[src/rtl/pc_sequencer.sv]
// pc_sequencer: program counter and instruction-fetch sequencer for the
// 8-bit computer.
//
// It fetches the byte at pc from instruction memory, presents it to decode,
// then waits for the jump decision and loads the jump target, increments pc,
// or holds it.
//
// Optional feature: define PC_CALL_STACK_EN to add the call/ret inputs and a
// STACK_DEPTH x ADDR_W return stack. STACK_DEPTH must be a power of 2 and at
// least 2.
//
// Handshake: the memory request is a level. mem_req stays high, with mem_addr
// stable, until the first cycle in which mem_ack is sampled high. The fetch is
// accepted on that rising edge. mem_ack is ignored while mem_req is low. The
// decode inputs (jmp, pc_inc, jmp_addr, halt, call, ret) are sampled only when
// dec_valid is high in the DECIDE state.
//
// Ports:
//   clk, rst     clock and synchronous active-high reset
//   mem_req      fetch request (FETCH state, not in reset)
//   mem_addr     fetch address (always equal to pc)
//   mem_ack      memory returns instr_in this cycle
//   instr_in     instruction byte from memory
//   instr_out    latched instruction for decode
//   instr_valid  one-cycle pulse when instr_out is updated
//   dec_valid    decode inputs are valid this cycle
//   jmp, pc_inc  jump decision
//   jmp_addr     jump / call target
//   halt         stop sequencing until reset
//   call, ret    (PC_CALL_STACK_EN only) subroutine call / return
//   pc           program counter
//   halted       sequencer is in HALT
//   err          sticky protocol-error flag
//   state_dbg    current FSM state (debug)
module pc_sequencer #(
  parameter int                ADDR_W      = 8,
  parameter logic [ADDR_W-1:0] RESET_VEC   = '0,
  parameter int                STACK_DEPTH = 4
) (
  input  logic              clk,
  input  logic              rst,
  output logic              mem_req,
  output logic [ADDR_W-1:0] mem_addr,
  input  logic              mem_ack,
  input  logic [7:0]        instr_in,
  output logic [7:0]        instr_out,
  output logic              instr_valid,
  input  logic              dec_valid,
  input  logic              jmp,
  input  logic              pc_inc,
  input  logic [ADDR_W-1:0] jmp_addr,
  input  logic              halt,
`ifdef PC_CALL_STACK_EN
  input  logic              call,
  input  logic              ret,
`endif
  output logic [ADDR_W-1:0] pc,
  output logic              halted,
  output logic              err,
  output logic [1:0]        state_dbg
);

  localparam logic [1:0] FETCH  = 2'd0;
  localparam logic [1:0] DECIDE = 2'd1;
  localparam logic [1:0] HALT   = 2'd2;

  logic [1:0]        state;
  logic [ADDR_W-1:0] pc_seq;

  // pc + 1 wraps naturally at ADDR_W bits.
  assign pc_seq    = pc + {{(ADDR_W-1){1'b0}}, 1'b1};
  assign mem_addr  = pc;
  // Both outputs are forced low while rst is high, even when the state
  // register still holds FETCH.
  assign mem_req   = (state == FETCH) && !rst;
  assign halted    = (state == HALT) && !rst;
  assign state_dbg = state;

`ifdef PC_CALL_STACK_EN
  // sp counts the occupied entries (0..STACK_DEPTH). It is one bit wider
  // than the index so that "full" can be told apart from "empty".
  localparam int SP_W = $clog2(STACK_DEPTH) + 1;

  logic [ADDR_W-1:0] stack_mem [STACK_DEPTH];
  logic [SP_W-1:0]   sp;
  logic [SP_W-1:0]   sp_dec;
  logic              stack_full;
  logic              stack_empty;
  logic              push_ok;

  assign sp_dec      = sp - SP_W'(1);
  assign stack_full  = (sp == SP_W'(STACK_DEPTH));
  assign stack_empty = (sp == '0);
  assign push_ok     = !rst && (state == DECIDE) && dec_valid && !halt &&
                       !ret && call && !stack_full;

  // The stack contents need no reset; only sp decides which entries are live.
  always_ff @(posedge clk) begin
    if (push_ok) stack_mem[sp[SP_W-2:0]] <= pc_seq;
  end
`endif

  always_ff @(posedge clk) begin
    if (rst) begin
      state       <= FETCH;
      pc          <= RESET_VEC;
      instr_out   <= '0;
      instr_valid <= 1'b0;
      err         <= 1'b0;
`ifdef PC_CALL_STACK_EN
      sp          <= '0;
`endif
    end else begin
      instr_valid <= 1'b0;
      case (state)
        FETCH: begin
          if (mem_ack) begin
            instr_out   <= instr_in;
            instr_valid <= 1'b1;
            state       <= DECIDE;
          end
        end
        DECIDE: begin
          if (dec_valid) begin
            if (halt) begin
              state <= HALT;
            end else begin
              state <= FETCH;
`ifdef PC_CALL_STACK_EN
              if (ret) begin
                // A return on an empty stack falls through to the next
                // instruction.
                if (call || stack_empty) err <= 1'b1;
                if (stack_empty) begin
                  pc <= pc_seq;
                end else begin
                  pc <= stack_mem[sp_dec[SP_W-2:0]];
                  sp <= sp_dec;
                end
              end else if (call) begin
                // On overflow the return address is lost, but the jump
                // still happens.
                if (stack_full) err <= 1'b1;
                else            sp  <= sp + SP_W'(1);
                pc <= jmp_addr;
              end else
`endif
              if (jmp) begin
                pc <= jmp_addr;
                if (pc_inc) err <= 1'b1;
              end else if (pc_inc) begin
                pc <= pc_seq;
              end
            end
          end
        end
        HALT: begin
          state <= HALT;
        end
        default: begin
          state <= FETCH;
        end
      endcase
    end
  end

endmodule

[config.mk]
export PLATFORM = sky130hd
export DESIGN_NAME = pc_sequencer
export DESIGN_NICKNAME = d
export VERILOG_FILES = /design/src/rtl/pc_sequencer.sv
export SDC_FILE = /design/constraint.sdc
export NUM_CORES = 1
export LEC_CHECK = 0
export ABC_AREA = 1
export CORE_ASPECT_RATIO = 0.75
export CORE_MARGIN = 2
export CORE_UTILIZATION = 38
export CTS_CLUSTER_SIZE = 16
export DETAILED_ROUTE_END_ITERATION = 6
export HOLD_SLACK_MARGIN = 0.02
export PLACE_DENSITY = 0.75
export SYNTH_ARGS = -nofsm -noshare
export SYNTH_HDL_FRONTEND = slang
export SYNTH_SLANG_ARGS = --single-unit
[constraint.sdc]
create_clock -name clk -period 2.9 [get_ports clk]
set_input_delay 0.435 -clock clk [delete_from_list [all_inputs] [get_ports clk]]
set_output_delay 0.435 -clock clk [all_outputs]
set_load 0.02 [all_outputs]
**Yosys cells after proc, flatten, opt, wreduce, memory -nomap -nowiden**

Cells that the tools add are included.

- Flip-flop bits (word level): 20
- Bits in latches: 0
- Bits in writable memories: 0
- Memory bits (read-only): 0
- Input bits: 23
- Output and inout bits: 30
- Logic and storage cells: 29
- Memories: 0

- Add/sub/neg operators: 1
- Multiply operators: 0
- Divide/modulo/power cells: 0
- $lt $le $gt $ge: 0
- Eq/ne operators: 4
- Shifts and indexed selects: 0
- Mux-type cells: 7
- Bitwise logic cells: 2
- Reduce and logical (&&, ||, !) cells: 10

Operators by type and width:

| kind | count |
|---|---|
| 8-bit 2-to-1 mux | 2 |
| 8-bit by 1-bit adder with 8-bit output (second input constant) | 1 |
| 2-bit 2-to-1 mux | 3 |
| 2-bit one-hot mux with 3 select lines | 1 |
| 5-bit AND reduction | 1 |
| 2-bit inequality test (second input constant) | 2 |
| 2-bit AND reduction | 2 |
| 4-bit AND reduction | 1 |
| 2-bit by 1-bit equality test with 1-bit output (second input constant) | 1 |
| 2-bit equality test (second input constant) | 1 |
| 1-bit logical AND | 2 |
| 2-bit logical NOT | 1 |
| 1-bit NOT | 2 |
| 2-bit nonzero test | 1 |
| 2-bit OR reduction | 1 |
| 1-bit logical NOT | 1 |
| 1-bit 2-to-1 mux | 1 |

**Longest topological paths before layout**

- Word-level depth: 3
- Mapped depth: 8
- Depth with buffers taken out: 8

**Worst setup path after synthesis**

No wires, ideal clock.

- Path type: input to output
- Start point: input port rst
- End point: output port halted
- Arrival: 905 ps
- Required time: 2,465 ps
- Path slack: 1,560 ps
- Stages on the path: 2
- Buffers on the path: 1
- Path through: buf_2 > nor2_1

- Word-level cells in the longest chain between the ends: 2

Ends and longest elaborated chain:

| what | line | text |
|---|---|---|
| start: declaration | 41 | `input logic rst,` |
| 1-bit logical NOT | 76 | `assign halted = (state == HALT) && !rst;` |
| 1-bit logical AND | 76 |  |
| end: declaration | 58 | `output logic halted,` |

Every way passes these cells.

**Final worst setup path**

- Start point: input port rst
- End point: output port mem_req

- Word-level cells in the longest chain between the ends: 2

Ends and longest elaborated chain:

| what | line | text |
|---|---|---|
| 1-bit logical NOT | 75 | `assign mem_req = (state == FETCH) && !rst;` |
| 1-bit logical AND | 75 |  |
| end: declaration | 42 | `output logic mem_req,` |

Every way passes these cells.

==> impl_metrics.json <==
{
  "status": "finished, final reports clean",
  "setup_viol": 0,
  "synth_ff_type": "dfxtp_1",
  "grt_pass1_wl_um": 4350,
  "ys_warn_count": 0,
  "path_class": "input port to output pin",
  "dpl.hpwl_um": 2080,
  "ant_nets": 0,
  "tightest_slew_ns": 0.446,
  "cp-start-kind": "input port",
  "cts_resized": 0,
  "start_util_pct": 41.3,
  "crit_path_cell_trace": "clkdlybuf4s50_1, nor2_1, clkdlybuf4s50_1",
  "gp_congestion": 0.733,
  "drtIter0Drc": 52,
  "holdPathEnd": "err",
  "layout-drive-gt1-share_pct": 12.6,
  "ys_async_sr_fraction_pct": 0,
  "synthDistinctLibCells": 27,
  "ios": 53,
  "holdPathStages": 2,
  "finalNetCount": 224,
  "post-route-period-util_pct": 70.3,
  "path_buf_inv": 2,
  "critPathRequiredTime_ns": 2.47,
  "grt_max_degree": 14,
  "syn_area_mm2": 0.00111,
  "die-area_mm2": 0.00337,
  "wl_um": 2640,
  "r2r_setup_slack_ns": 1.60,
  "max_freq_mhz": 490,
  "cp_num_cells": 3,
  "die_w_um": 66.4,
  "vias_per_cell": 4.77,
  "pwr_density_cell_mw_per_mm2": 405,
  "ctsLongestPathBuffers": 2,
  "cp_common_cell": "clkdlybuf4s50_1",
  "track_usage_pct": 16.5,
  "insertion_delay_ns": 0.26,
  "antenna_found_initial": 0,
  "skew_ns": 0.00267,
  "slew_viol_final": 0,
  "synth_edf_count": 0,
  "regToRegStartpoint": "mem_addr[1]",
  "synth_top_area_share_pct": 36.1,
  "fp-row-count": 16,
  "first_global_vias": 1003,
  "synthTopCellsByArea": "dfxtp_1, nand2_1, nor2_1, buf_4, o21ai_0",
  "firstDrtPassIters": 4,
  "fin_crit_ns": 2.04,
  "ctsHoldBuffers": 0,
  "grt_overflow_total": 0,
  "ir_drop_uv": 269,
  "cts.sinks": 20,
  "htreeDepth": 1,
  "numCtsBuffers": 3,
  "tritoncts": "done",
  "root_buffer": "clkbuf_8",
  "syn_nets": 179,
  "synthToLayoutAreaGrowth_pct": 48.0,
  "layout_common_cells": "clkdlybuf4s50_1, nor2_1, nand2_1, dfxtp_1",
  "hold-worst-slack_ns": 0.476,
  "yosys.area.top_type": "dfxtp_1",
  "hold_start": "err",
  "yosysSeqAreaShare_pct": 36.1,
  "avgSynthCellArea_um2": 7.15,
  "drt-wirelength-per-cell_um": 11.2,
  "end_kind": "output pin",
  "post_cts_buffers": 0,
  "leakage_uw": 0.000647,
  "fp.dieH_um": 50.8,
  "hold_viol": 0,
  "critPathArrivalTime_ns": 1.60,
  "tns_ns": 0,
  "synth-seq-cells": 20,
  "rsz0062_at_grt": "false",
  "mostFrequentLayoutCell": "clkdlybuf4s50_1",
  "vias": 1120,
  "core_region_area_mm2": 0.00268,
  "cp_top_family": "buffers and inverters",
  "reg2regPathDepth": 8,
  "critPathMaxFanout": 3,
  "hp-class": "flip-flop to flip-flop",
  "clk_pin_slew_worst_paths_ns": 0.07,
  "timing.rr.end": "mem_addr[6]",
  "portBuffers": 52,
  "slew_headroom_pct": 70.2,
  "crit_slowest_cell": "clkdlybuf4s50_1",
  "drcViolationCount": 0,
  "antenna-diode-count": 0,
  "drv_cap": 0,
  "synth_cells": 155,
  "slowest_delay_ns": 0.62
}
sequential cells by signal (all words and copies together), names as in the netlist:
register,cells
instr_valid,1
mem_addr,8
instr_out,8
err,1
state_dbg,2
cells in the mapped netlist, types with 2 or more instances:
| library cell | n |
|---|---|
| a21oi_1 | 3 |
| nand2_2 | 3 |
| a21oi_2 | 4 |
| nor2_1 | 29 |
| o21ai_0 | 12 |
| buf_2 | 2 |
| o211a_1 | 2 |
| buf_4 | 10 |
| nand3_1 | 11 |
| nand2_1 | 29 |
| dfxtp_1 | 20 |
| nor2_2 | 4 |
| inv_1 | 12 |
tightest hold or removal path, delay by kind of cell (launching register included):
family | cells | cell delay (ns)
AND/OR/NAND/NOR | 1 | 0.07
AO/OA/AOI/OAI | 1 | 0.04
flip-flops | 1 | 0.33
area by class of cell:
| class | count | area [um2] |
|---|---|---|
| clock buffers | 4 | 55.1 |
| fillers | 270 | 1040 |
| inverters | 15 | 63.8 |
| multi-input cells | 107 | 548 |
| flip-flops and latches | 20 | 400 |
| well taps | 36 | 45.0 |
| repair buffers | 53 | 528 |
worst max path at each step:
stage               from  endpoint  slack (ns)
detailed placement   rst   mem_req        0.85
floorplan            rst    halted        1.56
global route         rst   mem_req        0.82
global placement     rst   mem_req        0.85
CTS                  rst   mem_req        0.85
finish               rst   mem_req        0.86
per-layer routing:
metal / up-vias / global-route usage, % / wire length, um
met4: 0 / 3.40 / 13
met5: - / 0 / 0
met1: 513 / 21.4 / 1240
met2: 32 / 27.5 / 1250
met3: 2 / 4.26 / 135
li1: 573 / - / -
cells by family (layout without fill, tap and decap cells):
family                     count (synthesis)  count (layout)  synth area share, %
and+or+nand+nor                           82              82                 34.5
xor gates and xnor gates                   1               1                0.790
adders and majority gates                  1               1                 1.13
DFF                                       20              20                 36.1
buffers and inverters                     28              72                 14.4
AOI/OAI and AO/OA                         23              23                 13.0
through the flow:
step                      instance area, um2  power, uW  cells  worst slack, ns  utilization [%]
after floorplan                         1110        388    155             1.56                -
after detailed placement                1590        460    231            0.855             59.1
after global routing                    1640        701    235            0.816             61.1
final                                   1640        665    235            0.861             61.1
after global placement                  1590        457    231            0.846             59.1
after CTS                               1640        675    235            0.851             61.1
where the power goes:
group | leakage [uW] | internal [uW] | switching (uW)
Clock | 0.0000288 | 121 | 91.2
Sequential | 0.000164 | 290 | 10.6
Combinational | 0.000455 | 75.8 | 76.4
No activity file was read; power rests on OpenSTA's default activity.
